===== src/rtl/dual_crack_ctrl.sv =====
// ---------------------------------------------------------------------------
// dual_crack_ctrl
//
// Sequencing controller for the two-core ARC4 key search. It copies the
// length-prefixed ciphertext from the shared ciphertext memory into both
// cores' local ciphertext memories, starts both cores together and collects
// the first valid key. Core 0 searches even keys and core 1 searches odd keys,
// so whichever core reports a valid key first owns the answer.
//
// Ports
//   clk           in   system clock, all state on rising edge
//   rst_n         in   asynchronous active-low reset
//   en            in   start request, honoured only while rdy=1
//   rdy           out  controller idle, able to accept en
//   key[23:0]     out  recovered key, meaningful when key_valid=1
//   key_valid     out  last search found a key
//   ct_addr[7:0]  out  shared ciphertext read address (1-cycle read latency)
//   ct_rddata[7:0]in   shared ciphertext read data
//   lct_addr[7:0] out  local ciphertext write address (both cores)
//   lct_wrdata[7:0]out local ciphertext write data
//   lct_wren      out  local ciphertext write enable
//   c0_en, c1_en  out  core start pulses (always together)
//   c0_rdy,c1_rdy in   core idle
//   c0_done,c1_done in core finished pulse
//   c0_key,c1_key in   core result key, qualified by cN_done
//   c0_key_valid,c1_key_valid in core found a key, qualified by cN_done
//   core_abort    out  one-cycle pulse returning both cores to idle
// ---------------------------------------------------------------------------
module dual_crack_ctrl (
    input  logic        clk,
    input  logic        rst_n,
    input  logic        en,
    output logic        rdy,
    output logic [23:0] key,
    output logic        key_valid,
    output logic [7:0]  ct_addr,
    input  logic [7:0]  ct_rddata,
    output logic [7:0]  lct_addr,
    output logic [7:0]  lct_wrdata,
    output logic        lct_wren,
    output logic        c0_en,
    output logic        c1_en,
    input  logic        c0_rdy,
    input  logic        c1_rdy,
    input  logic        c0_done,
    input  logic        c1_done,
    input  logic [23:0] c0_key,
    input  logic [23:0] c1_key,
    input  logic        c0_key_valid,
    input  logic        c1_key_valid,
    output logic        core_abort
);

    localparam int KEY_W  = 24;
    localparam int DATA_W = 8;

    typedef enum logic [2:0] {
        S_IDLE,
        S_RDLEN,
        S_COPY,
        S_START,
        S_RUN
    } state_t;

    state_t              state, state_nx;
    logic [DATA_W-1:0]   len_q, len_nx;
    logic [DATA_W-1:0]   idx_q, idx_nx;
    logic                f0_q, f0_nx;
    logic                f1_q, f1_nx;
    logic [KEY_W-1:0]    key_nx;
    logic                key_valid_nx;
    logic                abort_nx;

    // Per-core outcome of a done pulse in the current cycle.
    logic hit0, hit1, miss0, miss1;

    assign hit0  = c0_done &  c0_key_valid;
    assign hit1  = c1_done &  c1_key_valid;
    assign miss0 = c0_done & ~c0_key_valid;
    assign miss1 = c1_done & ~c1_key_valid;

    // State and result registers. Every register is reset so a reset in the
    // middle of a run discards all partial progress.
    always_ff @(posedge clk or negedge rst_n) begin
        if (!rst_n) begin
            state      <= S_IDLE;
            len_q      <= '0;
            idx_q      <= '0;
            f0_q       <= 1'b0;
            f1_q       <= 1'b0;
            key        <= '0;
            key_valid  <= 1'b0;
            core_abort <= 1'b0;
        end else begin
            state      <= state_nx;
            len_q      <= len_nx;
            idx_q      <= idx_nx;
            f0_q       <= f0_nx;
            f1_q       <= f1_nx;
            key        <= key_nx;
            key_valid  <= key_valid_nx;
            core_abort <= abort_nx;
        end
    end

    // Next-state and output decode.
    always_comb begin
        state_nx     = state;
        len_nx       = len_q;
        idx_nx       = idx_q;
        f0_nx        = f0_q;
        f1_nx        = f1_q;
        key_nx       = key;
        key_valid_nx = key_valid;
        abort_nx     = 1'b0;
        rdy          = 1'b0;
        ct_addr      = '0;
        lct_addr     = '0;
        lct_wrdata   = '0;
        lct_wren     = 1'b0;
        c0_en        = 1'b0;
        c1_en        = 1'b0;

        case (state)
            S_IDLE: begin
                // ct_addr=0 here so mem[0] (the length) is on ct_rddata in RDLEN.
                rdy = 1'b1;
                if (en) begin
                    key_valid_nx = 1'b0;
                    state_nx     = S_RDLEN;
                end
            end

            S_RDLEN: begin
                len_nx     = ct_rddata;
                lct_wren   = 1'b1;
                lct_addr   = '0;
                lct_wrdata = ct_rddata;
                ct_addr    = 8'd1;
                idx_nx     = 8'd1;
                state_nx   = (ct_rddata == '0) ? S_START : S_COPY;
            end

            S_COPY: begin
                // The read for idx was issued one cycle earlier, so ct_rddata
                // is mem[idx]; issue the read for idx+1 in parallel. The end
                // test precedes the increment, so len=255 never wraps idx.
                lct_wren   = 1'b1;
                lct_addr   = idx_q;
                lct_wrdata = ct_rddata;
                ct_addr    = idx_q + 8'd1;
                if (idx_q == len_q) begin
                    state_nx = S_START;
                end else begin
                    idx_nx = idx_q + 8'd1;
                end
            end

            S_START: begin
                // A core still recovering from an abort simply delays the start.
                if (c0_rdy && c1_rdy) begin
                    c0_en    = 1'b1;
                    c1_en    = 1'b1;
                    f0_nx    = 1'b0;
                    f1_nx    = 1'b0;
                    state_nx = S_RUN;
                end
            end

            S_RUN: begin
                // Valid results take precedence over invalid ones, and core 0
                // takes precedence over core 1.
                if (hit0) begin
                    key_nx       = c0_key;
                    key_valid_nx = 1'b1;
                    abort_nx     = 1'b1;
                    state_nx     = S_IDLE;
                end else if (hit1) begin
                    key_nx       = c1_key;
                    key_valid_nx = 1'b1;
                    abort_nx     = 1'b1;
                    state_nx     = S_IDLE;
                end else begin
                    f0_nx = f0_q | miss0;
                    f1_nx = f1_q | miss1;
                    if ((f0_q | miss0) && (f1_q | miss1)) begin
                        key_valid_nx = 1'b0;
                        state_nx     = S_IDLE;
                    end
                end
            end

            default: begin
                state_nx = S_IDLE;
            end
        endcase
    end

endmodule


===== config.mk =====
export PLATFORM = sky130hd
export DESIGN_NAME = dual_crack_ctrl
export DESIGN_NICKNAME = d
export VERILOG_FILES = /design/src/rtl/dual_crack_ctrl.sv
export SDC_FILE = /design/constraint.sdc
export NUM_CORES = 1
export LEC_CHECK = 0
export CAP_MARGIN = 30
export CORE_ASPECT_RATIO = 1.75
export CORE_MARGIN = 1
export CORE_UTILIZATION = 35
export CTS_CLUSTER_DIAMETER = 30
export DETAILED_ROUTE_END_ITERATION = 16
export PLACE_DENSITY = 0.71
export SLEW_MARGIN = 30
export SYNTH_ARGS = -nofsm -noshare
export SYNTH_HDL_FRONTEND = slang
export SYNTH_SLANG_ARGS = --single-unit

===== constraint.sdc =====
create_clock -name clk -period 4.82 [get_ports clk]
set_clock_uncertainty 0.05 [all_clocks]
set_input_delay 1.205 -clock clk [delete_from_list [all_inputs] [get_ports clk]]
set_output_delay 1.205 -clock clk [all_outputs]
set_load 0.01 [all_outputs]

==> results of run 1 <==
## layout make-up
cell class                 count  area [um2]  share of cell area (%)
tap                           86       107.6                   2.667
timing repair buffer         123        1236                   30.64
multi-input combinational    200        1340                   33.21
inverter                       5       18.77                  0.4651
sequential                    47        1176                   29.15
clock buffer                   8       156.4                   3.876
## sequential cells by signal, indices dropped and copies added, names as in the netlist
register and cells:
core_abort 1, f0_q 1, f1_q 1, idx_q 8, key 24, key_valid 1, len_q 8, state 3
## worst max-delay path, delay by kind of cell
family	cells	cell delay (ns)
AND/OR/NAND/NOR	2	0.48
buffers and inverters	3	1.09
## where the power goes
part / switching (mW) / internal (mW) / leakage [nW]
clock network: 0.139 / 0.221 / 0.0772
registers: 0.124 / 0.554 / 0.587
logic: 0.446 / 0.537 / 1.08
total: 0.709 / 1.31 / 1.74
## synthesized netlist by cell type, drive strengths merged
master,instances,area (um2)
buf,13,96.34
or3,2,12.51
o22ai,1,6.260
a2bb2oi,1,8.760
nor3,4,20.02
a311oi,1,8.760
nor2b,9,56.30
nand4b,1,8.760
a211oi,1,7.510
ha,1,12.51
nand3,5,25.02
nor4,1,6.260
and2,12,75.08
o2bb2ai,1,8.760
mux2i,26,260.3
dfrtp,47,1176
xor2,2,17.52
mux2,7,78.83
o21ai,4,31.28
or2,1,6.260
nand2,36,135.1
inv,5,18.77
nor2,34,127.6
clkbuf,3,11.26
a21oi,30,251.5
o21bai,2,15.01
xnor2,9,78.83
nor3b,3,33.78
or3b,3,28.78
nand4,3,18.77
## per-stage QoR
stage	instance area (um2)	std cells	power [mW]
floorplan	2643	268	1.183
global placement	3849	460	1.661
finish	4035	469	2.021
CTS	4008	468	2.047
global route	4035	469	2.162
detailed placement	3851	460	1.678
## routing by layer
metal	vias up	GRT usage [%]
met5	-	0
met4	0	8.369
met3	14	6.395
met2	93	30.43
met1	1050	19.30
li1	1136	-
## how the worst min path moves through the flow
stage / startpoint / end / slack, ns / cells past startpoint
after CTS: len_q[6]$_DFFE_PN0P_ / len_q[6]$_DFFE_PN0P_ / 0.45 / 2
after detailed placement: len_q[0]$_DFFE_PN0P_ / len_q[0]$_DFFE_PN0P_ / 0.44 / 2
after floorplan: len_q[0]$_DFFE_PN0P_ / len_q[0]$_DFFE_PN0P_ / 0.42 / 2
after global routing: len_q[4]$_DFFE_PN0P_ / len_q[4]$_DFFE_PN0P_ / 0.47 / 2
after global placement: len_q[6]$_DFFE_PN0P_ / len_q[6]$_DFFE_PN0P_ / 0.43 / 2
final: len_q[0]$_DFFE_PN0P_ / len_q[0]$_DFFE_PN0P_ / 0.45 / 2
## kinds of logic after synthesis
| family | Yosys count | share of synthesized area, % |
|---|---|---|
| multiplexers | 33 | 12.83 |
| AND/OR/NAND/NOR | 114 | 20.98 |
| AO/OA/AOI/OAI | 41 | 12.78 |
| flip-flops | 47 | 44.51 |
| XOR/XNOR | 11 | 3.646 |
| adder cells (fa/ha/maj) | 1 | 0.4734 |
| buffers and inverters | 21 | 4.782 |
==> implementation parameters, run 1 <==
Parameter                              Value

Outcome
  Outcome ... completed

Worst setup path
  Data required time of the worst path ... roughly 3.6 ns
  Reg-to-reg slack, setup ... approximately 2.7 ns
  Capture point of the worst reg-to-reg path ... key[3]$_DFFE_PN0P_
  Worst Setup Start Kind ... input port
  Cell Chain, Critical Path ... clkdlybuf4s50_1 -> nand4_1 -> or2_2 -> inv_1 -> clkdlybuf4s50_1
  Startpoint of the most critical register-to-register path ... state[2]$_DFFE_PN0P_
  Top fanout value on the critical path ... 5
  Critical path origin ... c1_rdy
  Peak per-stage delay on the critical path ... roughly 0.53 ns
  Number of cells on the worst reg-to-reg path ... 6
  Critical Path AT ... roughly 2.8 ns
  Worst path most repeated cell ... sky130_fd_sc_hd__clkdlybuf4s50_1
  Kind of critical path ... in -> out
  Endpoint type of the worst setup path ... primary output
  CP max stage cell ... sky130_fd_sc_hd__clkdlybuf4s50_1
  Capture point of the worst path ... c1_en

STA
  Final cycle utilization of the critical path ... between 80% and 90%
  Count of endpoints failing hold in the final timing report ... 0
  Post-route worst hold slack ... around 0.45 ns
  Total count of max-transition violations in the final report ... 0
  Setup slack of the critical path after layout ... 0.7839 ns
  Setup violators final ... 0
  Achievable Freq ... between 200 and 250 MHz
  Final critical path time including I/O delays and setup ... between 4 and 5 ns
  Headroom to the max-slew limit ... a little under half
  Worst Tran Pin Value ... approximately 0.8 ns
  Unrepaired setup endpoints after global routing ... false
  Final sum of negative setup slack ... 0 ns

Place
  Gpl congestion ... 0.7737
  HPWL after detailed placement ... 5135 um
  Pre-CTS worst setup slack ... a little under 0.8 ns
  Port Buffers ... approximately 120

Route
  Final ANT Viol Nets ... 0
  Total met2 wirelength after detailed routing ... roughly 3300 um
  Iteration-0 DRC Markers ... 57
  Routed length on met3 ... between 500 and 600 um
  Vias ... 2293
  # DRC ... 0
  Uppermost routed layer ... met4
  Via-per-instance ratio ... 4.889
  Routed wire length ... roughly 6400 um
  Routed len/inst ... 13.75 um
  First-pass DRT Iterations ... 4
  Routed length on met1 ... 2460 um

GRT
  Overall fraction of global-route tracks in use ... around 18%
  Via count of the first global-routing pass ... 2249
  Largest net degree at the start of global routing ... 48
  Global-route wire length before repair ... 10500 um
  Overflow left after global routing ... 0
  Antenna violations before repair ... 0

Power and ir drop
  Static leakage power ... between 1.5 and 2 nW
  Cell Pwr Density ... 500.9 nW/um2
  Maximum resistive drop on vdd ... 0.0002742 V

Clock tree
  CTS tree ... built
  Number of buffers on the longest clock path ... 2
  CTS clk-pin slew, worst paths ... ~0.06 ns
  # H-tree levels ... 2
  Setup repair bufs after CTS ... 0
  Clock tree root driver cell ... sky130_fd_sc_hd__clkbuf_16
  Worst skew pair latency ... between 0.2 and 0.3 ns
  Count of instances resized after the clock tree is built ... 0
  Number of clock sinks ... between 40 and 50
  Number of buffers inserted by hold repair at cts ... 0
  Number of buffers created by CTS ... 5

Synthesis
  Fraction of the yosys area taken by sequential cells ... 44.51%
  Syn_area_per_cell ... between 9 and 10 um2
  #FFs+latches synth ... 47
  Net Count, Synth ... between 300 and 400
  Post-synthesis instance area ... around 2600 um2
  Warnings, synthesis ... 0
  Post-Synthesis Cells ... about 270
  Count of different cell masters after synthesis ... 39

Floorplan
  Y dimension of the die ... 116.9 um
  Effective utilization at floorplan ... 36.53%
  Ports ... between 100 and 150
  Number of standard-cell rows in the floorplan ... between 40 and 50
  Die width ... approximately 68 um
  Area of the core ... slightly above 7000 um2
  Die area ... roughly 7900 um2

Run
  Number of violations of the max-capacitance limit ... 0

Finish
  Commonest cells after routing, fill and taps aside ... sky130_fd_sc_hd__clkdlybuf4s50_1, sky130_fd_sc_hd__dfrtp_1, sky130_fd_sc_hd__nand2_1, sky130_fd_sc_hd__nor2_1, sky130_fd_sc_hd__mux2i_1
  Final #Nets ... between 400 and 500
  Core occupancy in the finished layout ... between 50% and 60%
  Synth-to-layout area growth ... 52.70%
  Number of filler cells placed in the layout ... between 600 and 700
  Share of layout cells above drive strength 1 ... 13.05%
  Number of antenna repair diodes ... 0
  Leading cell type in the layout, fill and taps excluded ... sky130_fd_sc_hd__clkdlybuf4s50_1

Hold path
  Type of the most critical hold path ... reg -> reg
(Power assumes the default switching activity.)
==> inputs of run 2 (changes only) <==
- clock period: 4.82 -> 3.94 ns (I/O delays scaled with it)
==> run 2 against run 1 <==
Against the previous run:
- sequential cell count unchanged
- final area down 1.1%
- worst hold slack worse by 0.0027 ns
- power up 21%
- sequential power up 23%
- largest power group unchanged
- non-clock buffer count down 2
==> implementation parameters, run 2 (synthesis gave the netlist of run 1 again) <==
Parameter                              Value

Outcome
  Outcome ... completed

GRT
  Antenna violations before repair ... 0 (unchanged)
  Via count of the first global-routing pass ... 2225 (-1.1%)
  Global-route wire length before repair ... 10500 um (unchanged)
  Largest net degree at the start of global routing ... 51 (+6.3%)
  Overall fraction of global-route tracks in use ... 17.98% (+0.058 points)
  Overflow left after global routing ... 0 (unchanged)

Finish
  Cell Count, Final, Fillers Out ... 467 (-0.43%)
  Sequential Area ... 1176 um2 (unchanged)
  Max FFs per register ... 24 (unchanged)
  Commonest cells after routing, fill and taps aside ... sky130_fd_sc_hd__clkdlybuf4s50_1, sky130_fd_sc_hd__dfrtp_1, sky130_fd_sc_hd__nand2_1, sky130_fd_sc_hd__nor2_1, sky130_fd_sc_hd__mux2i_1
  Core occupancy in the finished layout ... 55.15% (-0.64 points)
  Largest register by flop count ... key
  Final #Nets ... 446 (-0.45%)
  Leading cell type in the layout, fill and taps excluded ... sky130_fd_sc_hd__clkdlybuf4s50_1
  Combined area of the multi-input logic cells ... 1340 um2 (unchanged)
  Regs by FF count ... key x24, idx_q x8, len_q x8
  Number of antenna repair diodes ... 0 (unchanged)
  Number of filler cells placed in the layout ... 663 (+3.4%)
  Synth-to-layout area growth ... 50.95%
  Share of layout cells above drive strength 1 ... 12.86% (-0.19 points)

Worst setup path
  Cell Chain, Critical Path ... clkdlybuf4s50_1 -> nand4_1 -> or2_2 -> inv_1 -> clkdlybuf4s50_1
  Peak per-stage delay on the critical path ... 0.54 ns (about the same)
  Number of buffer and inverter instances along the worst setup path ... 3 (unchanged)
  Kind of critical path ... in -> out
  Capture point of the worst reg-to-reg path ... key[4]$_DFFE_PN0P_
  Worst Setup Start Kind ... input port
  Startpoint of the most critical register-to-register path ... state[2]$_DFFE_PN0P_
  Worst path most repeated cell ... sky130_fd_sc_hd__clkdlybuf4s50_1
  Top fanout value on the critical path ... 5 (unchanged)
  Reg-to-reg slack, setup ... 1.91 ns (-0.78 ns)
  Largest delay contributor family on the critical path ... buffers and inverters
  CP max stage cell ... sky130_fd_sc_hd__clkdlybuf4s50_1
  Endpoint type of the worst setup path ... primary output
  Critical Path AT ... 2.60 ns (-0.18 ns)
  Number of cells on the worst reg-to-reg path ... 5 (-1)
  Data required time of the worst path ... 2.90 ns (-0.67 ns)

Clock tree
  Number of clock sinks ... 47 (unchanged)
  CTS tree ... built
  Number of buffers inserted by hold repair at cts ... 0 (unchanged)
  Clock tree root driver cell ... sky130_fd_sc_hd__clkbuf_16
  Worst skew pair latency ... 0.29 ns (about the same)
  Number of buffers created by CTS ... 5 (unchanged)
  Setup repair bufs after CTS ... 0 (unchanged)
  Count of instances resized after the clock tree is built ... 0 (unchanged)
  Number of buffers on the longest clock path ... 2 (unchanged)
  # H-tree levels ... 2 (unchanged)
  CTS clk-pin slew, worst paths ... 0.07 ns (about the same)

STA
  Total count of max-transition violations in the final report ... 0 (unchanged)
  Setup violators final ... 0 (unchanged)
  Achievable Freq ... approximately 270 MHz
  Final sum of negative setup slack ... 0 ns (unchanged)
  Setup slack of the critical path after layout ... 0.3023 ns (-0.4816 ns)
  Worst Tran Pin Value ... 0.8053 ns (+0.005124 ns)
  Unrepaired setup endpoints after global routing ... false
  Count of endpoints failing hold in the final timing report ... 0 (unchanged)
  Final critical path time including I/O delays and setup ... 3.638 ns
  Headroom to the max-slew limit ... 46.11% (-0.34 points)
  Final cycle utilization of the critical path ... a little over 90%

Route
  Routed wire length ... 6515 um (+1.0%)
  Routed len/inst ... 13.95 um (+1.5%)
  First-pass DRT Iterations ... 4 (unchanged)
  Iteration-0 DRC Markers ... 50 (-12%)
  Vias ... 2266 (-1.2%)
  Via-per-instance ratio ... 4.852 (-0.75%)
  # DRC ... 0 (unchanged)
  Final ANT Viol Nets ... 0 (unchanged)

Place
  Gpl congestion ... 0.7653 (-1.1%)
  HPWL after detailed placement ... 5081 um (-1.1%)
  Pre-CTS worst setup slack ... 0.3131 ns (-0.4656 ns)
  Inst Count DP ... 459 (-0.22%)
  Port Buffers ... 118 (unchanged)

Floorplan
  Y dimension of the die ... 116.9 um (unchanged)
  Die area ... 7915 um2 (unchanged)
  Area of the core ... 7233 um2 (unchanged)
  Effective utilization at floorplan ... 36.53% (unchanged)
  Ports ... 119 (unchanged)
  Die width ... 67.69 um (unchanged)
  Number of standard-cell rows in the floorplan ... 41 (unchanged)

Power and ir drop
  Sequential share of power ... 34.1% (+0.5 points)
  Comb power frac ... 48.7% (about the same)
  Int Pwr ... 1.566 mW (+19%)
  Static leakage power ... 1.714 nW (-1.6%)
  Cell Pwr Density ... 614.1 nW/um2 (+23%)
  Sw Ratio ... 36.08% (+0.98 points)
  Total power consumption of the routed design ... 2.449 mW (+21%)
  Clock network fraction of total power ... 17.2% (-0.6 points)
  Net load switching power ... 883.7 uW (+25%)
  Maximum resistive drop on vdd ... 0.0003573 V (+30%)

Hold path
  Hold Crit Depth ... 2 (unchanged)
  Type of the most critical hold path ... reg -> reg
  Worst Min Path Start ... len_q[1]$_DFFE_PN0P_
  Endpoint of the worst hold path ... len_q[1]$_DFFE_PN0P_

Run
  Number of violations of the max-capacitance limit ... 0 (unchanged)
==> run 2: power groups by stage <==
stage	combinational (mW)	clock, mW	sequential, mW
floorplan	0.600	0	0.847
global placement	1.20	0	0.833
detailed placement	1.20	0	0.845
CTS	1.21	0.430	0.838
global route	1.30	0.457	0.866
finish	1.19	0.421	0.835
==> run 2: worst max-delay path by stage <==
stage / endpoint / cells after the start / slack, ns / from
floorplan: c1_en / 4 / 1.25 / c0_rdy
global placement: c0_en / 5 / 0.35 / c0_rdy
detailed placement: c1_en / 5 / 0.31 / c1_rdy
CTS: c1_en / 5 / 0.30 / c1_rdy
global route: c1_en / 5 / 0.19 / c0_rdy
finish: c1_en / 5 / 0.30 / c0_rdy
==> run 2: worst min-delay path: stages (launching register included) <==
cell,delay (ns)
sky130_fd_sc_hd__dfrtp_1,0.36
sky130_fd_sc_hd__nand2_1,0.06
sky130_fd_sc_hd__nand2_1,0.05
==> run 2: routing by layer <==
| metal | vias to the layer above | track usage [%] | part of all wire, % |
|---|---|---|---|
| li1 | 1121 | - | - |
| met1 | 1047 | 19.66 | 38 |
| met2 | 89 | 30.69 | 51 |
| met3 | 9 | 6.202 | 8.5 |
| met4 | 0 | 7.660 | 2.2 |
| met5 | - | 0 | 0 |
==> run 2: final cells by class <==
cell class                      count  area share [%]
Clock buffer                        5           3.137
Clock inverter                      3          0.5019
Inverter                            5          0.4705
Multi-Input combinational cell    200           33.59
Sequential cell                    47           29.49
Tap cell                           86           2.698
Timing Repair Buffer              121           30.11
==> run 2: per-stage QoR <==
step	cell area, um2	hold slack (ns)
floorplan	2643	0.4165
finish	3989	0.4454
global route	3989	0.4710
global placement	3841	0.4291
detailed placement	3844	0.4368
CTS	3989	0.4532
==> inputs of run 3 (changes only) <==
- GPL_TIMING_DRIVEN: unset -> 0
==> run 3 against run 2 <==
Against the previous run:
- critical path type unchanged
- largest power group unchanged
- worst hold slack worse by 0.00080 ns
- count of clock-buffer cells in the layout up 3
- maximum frequency down 2.4%
- first-iteration DRC count up 88%
- register-to-register slack better by 0.27 ns
- setup slack worse by 0.090 ns
- sequential cell count unchanged
- final area up 2.4%
- combinational power up 7%
==> implementation parameters, run 3 (synthesis gave the netlist of run 1 again) <==
Parameter                              Value

Finish
  Number of filler cells placed in the layout ... 667 (+0.60%)
  Regs by FF count ... key x24, idx_q x8, len_q x8
  Cell Count, Final, Fillers Out ... 480 (+2.8%)
  Share of layout cells above drive strength 1 ... 14.72% (+1.9 points)
  Number of antenna repair diodes ... 0 (unchanged)
  Synth-to-layout area growth ... 54.59%
  Final cell area excluding filler cells ... 4085 um2 (+2.4%)
  Core occupancy in the finished layout ... 56.48% (+1.3 points)
  Largest register by flop count ... key
  Commonest cells after routing, fill and taps aside ... sky130_fd_sc_hd__clkdlybuf4s50_1, sky130_fd_sc_hd__dfrtp_1, sky130_fd_sc_hd__nand2_1, sky130_fd_sc_hd__nor2_1, sky130_fd_sc_hd__mux2i_1
  Sequential Area ... 1176 um2 (unchanged)
  Combined area of the multi-input logic cells ... 1340 um2 (unchanged)
  Leading cell type in the layout, fill and taps excluded ... sky130_fd_sc_hd__clkdlybuf4s50_1
  Max FFs per register ... 24 (unchanged)
  Final #Nets ... 459 (+2.9%)

Worst setup path
  Largest delay contributor family on the critical path ... buffers and inverters
  Number of buffer and inverter instances along the worst setup path ... 4 (+1)
  Peak per-stage delay on the critical path ... 0.52 ns (-0.02 ns)
  Top fanout value on the critical path ... 5 (unchanged)
  Data required time of the worst path ... 2.90 ns (about the same)
  Reg-to-reg slack, setup ... 2.18 ns (+0.27 ns)
  Worst path most repeated cell ... sky130_fd_sc_hd__clkdlybuf4s50_1
  Endpoint type of the worst setup path ... primary output
  Kind of critical path ... in -> out
  Critical Path AT ... 2.69 ns (+0.09 ns)
  Worst Setup Start Kind ... input port
  CP max stage cell ... sky130_fd_sc_hd__clkdlybuf4s50_1
  Cell Chain, Critical Path ... clkdlybuf4s50_1 -> nand4_1 -> or2_2 -> inv_1 -> buf_4 -> clkdlybuf4s50_1

Floorplan
  Y dimension of the die ... 116.9 um (unchanged)
  Die width ... 67.69 um (unchanged)
  Number of standard-cell rows in the floorplan ... 41 (unchanged)
  Ports ... 119 (unchanged)
  Area of the core ... 7233 um2 (unchanged)
  Effective utilization at floorplan ... 36.53% (unchanged)
  Die area ... 7915 um2 (unchanged)

Route
  # DRC ... 0 (unchanged)
  Vias ... 2321 (+2.4%)
  First-pass DRT Iterations ... 4 (unchanged)
  Final ANT Viol Nets ... 0 (unchanged)
  Routed wire length ... 6927 um (+6.3%)
  Routed len/inst ... 14.43 um (+3.4%)
  Iteration-0 DRC Markers ... 94 (+88%)
  Via-per-instance ratio ... 4.835 (-0.35%)

GRT
  Overflow left after global routing ... 0 (unchanged)
  Overall fraction of global-route tracks in use ... 19.83% (+1.9 points)
  Via count of the first global-routing pass ... 2344 (+5.3%)
  Global-route wire length before repair ... 11500 um (+9.5%)
  Largest net degree at the start of global routing ... 48 (-5.9%)
  Antenna violations before repair ... 0 (unchanged)

Power and ir drop
  Static leakage power ... 1.779 nW (+3.8%)
  Sw Ratio ... 35.27% (-0.81 points)
  Net load switching power ... 885.3 uW (+0.18%)
  Maximum resistive drop on vdd ... 0.0003284 V (-8.1%)
  Sequential share of power ... 31.7% (-2.4 points)
  Int Pwr ... 1.625 mW (+3.8%)
  Clock network fraction of total power ... 17.7% (+0.5 points)
  Cell Pwr Density ... 614.4 nW/um2 (about the same)
  Total power consumption of the routed design ... 2.510 mW (+2.5%)
  Comb power frac ... 50.6% (+1.9 points)

STA
  Headroom to the max-slew limit ... 54.59% (+8.5 points)
  Worst Tran Pin Value ... 0.6787 ns (-0.1267 ns)
  Final critical path time including I/O delays and setup ... 3.728 ns (+0.09010 ns)
  Unrepaired setup endpoints after global routing ... false
  Total count of max-transition violations in the final report ... 0 (unchanged)
  Count of endpoints failing hold in the final timing report ... 0 (unchanged)
  Achievable Freq ... 268.3 MHz (-2.4%)
  Final cycle utilization of the critical path ... 94.61% (+2.3 points)
  Setup violators final ... 0 (unchanged)
  Final sum of negative setup slack ... 0 ns (unchanged)

Clock tree
  Number of buffers inserted by hold repair at cts ... 0 (unchanged)
  Number of buffers created by CTS ... 5 (unchanged)
  Worst skew pair latency ... 0.29 ns (about the same)
  CTS clk-pin slew, worst paths ... 0.06 ns (about the same)
  Clock tree root driver cell ... sky130_fd_sc_hd__clkbuf_16
  Number of buffers on the longest clock path ... 2 (unchanged)
  Number of clock sinks ... 47 (unchanged)
  Setup repair bufs after CTS ... 0 (unchanged)
  # H-tree levels ... 2 (unchanged)
  Count of instances resized after the clock tree is built ... 0 (unchanged)
  CTS tree ... built

Place
  HPWL after detailed placement ... 5441 um (+7.1%)
  Placed standard-cell area ... 3929 um2 (+2.2%)
  Inst Count DP ... 472 (+2.8%)
  Gpl congestion ... 0.8013 (+4.7%)
  Port Buffers ... 118 (unchanged)

Run
  Number of violations of the max-capacitance limit ... 0 (unchanged)

Outcome
  Outcome ... completed

Hold path
  Type of the most critical hold path ... reg -> reg
## run 3: power by group through the flow
stage	clock network [mW]	registers (mW)	logic, mW
floorplan	0	0.847	0.600
global placement	0	0.791	1.27
detailed placement	0	0.804	1.27
CTS	0.454	0.798	1.29
global route	0.474	0.821	1.40
finish	0.444	0.796	1.27
## run 3: through the flow
| step | setup slack, ns | hold WS, ns |
|---|---|---|
| after detailed placement | 0.2146 | 0.4337 |
| after CTS | 0.2108 | 0.4490 |
| after floorplan | 1.250 | 0.4165 |
| after global routing | 0.1116 | 0.4601 |
| final | 0.2122 | 0.4446 |
| after global placement | 0.2417 | 0.4292 |
## run 3: layer usage
metal / up-vias / track usage (%) / routed length (um)
met5: - / 0 / 0
met4: 0 / 6.809 / 99
met3: 7 / 6.298 / 528
met2: 97 / 35.12 / 3732
met1: 1069 / 21.59 / 2566
li1: 1148 / - / -
## run 3: worst register-to-register path, cell delays in order, from the launching register on
cell                      delay, ns
sky130_fd_sc_hd__dfrtp_1       0.35
sky130_fd_sc_hd__buf_2         0.17
sky130_fd_sc_hd__xnor2_1       0.16
sky130_fd_sc_hd__nand4_1       0.17
sky130_fd_sc_hd__o21ai_4       0.37
sky130_fd_sc_hd__mux2_2        0.38
## run 3: final timing paths
kind,start,depth (start not counted),end
hold / removal,len_q[4]$_DFFE_PN0P_,2,len_q[4]$_DFFE_PN0P_
max in group asynchronous,rst_n,1,key[6]$_DFFE_PN0P_
min in group asynchronous,rst_n,1,key[20]$_DFFE_PN0P_
setup reg to reg,idx_q[2]$_DFFE_PN0P_,5,idx_q[4]$_DFFE_PN0P_
hold reg to reg,len_q[4]$_DFFE_PN0P_,2,len_q[4]$_DFFE_PN0P_
setup / recovery,c0_rdy,6,c1_en
## run 3: final cells by class
cell class              instances  share of cell area [%]
multi-input cells             200                   32.80
repair buffers                118                   28.85
flip-flops and latches         47                   28.79
clock buffers                   8                   3.828
plain buffers                  16                   2.634
well taps                      86                   2.634
inverters                       5                  0.4594
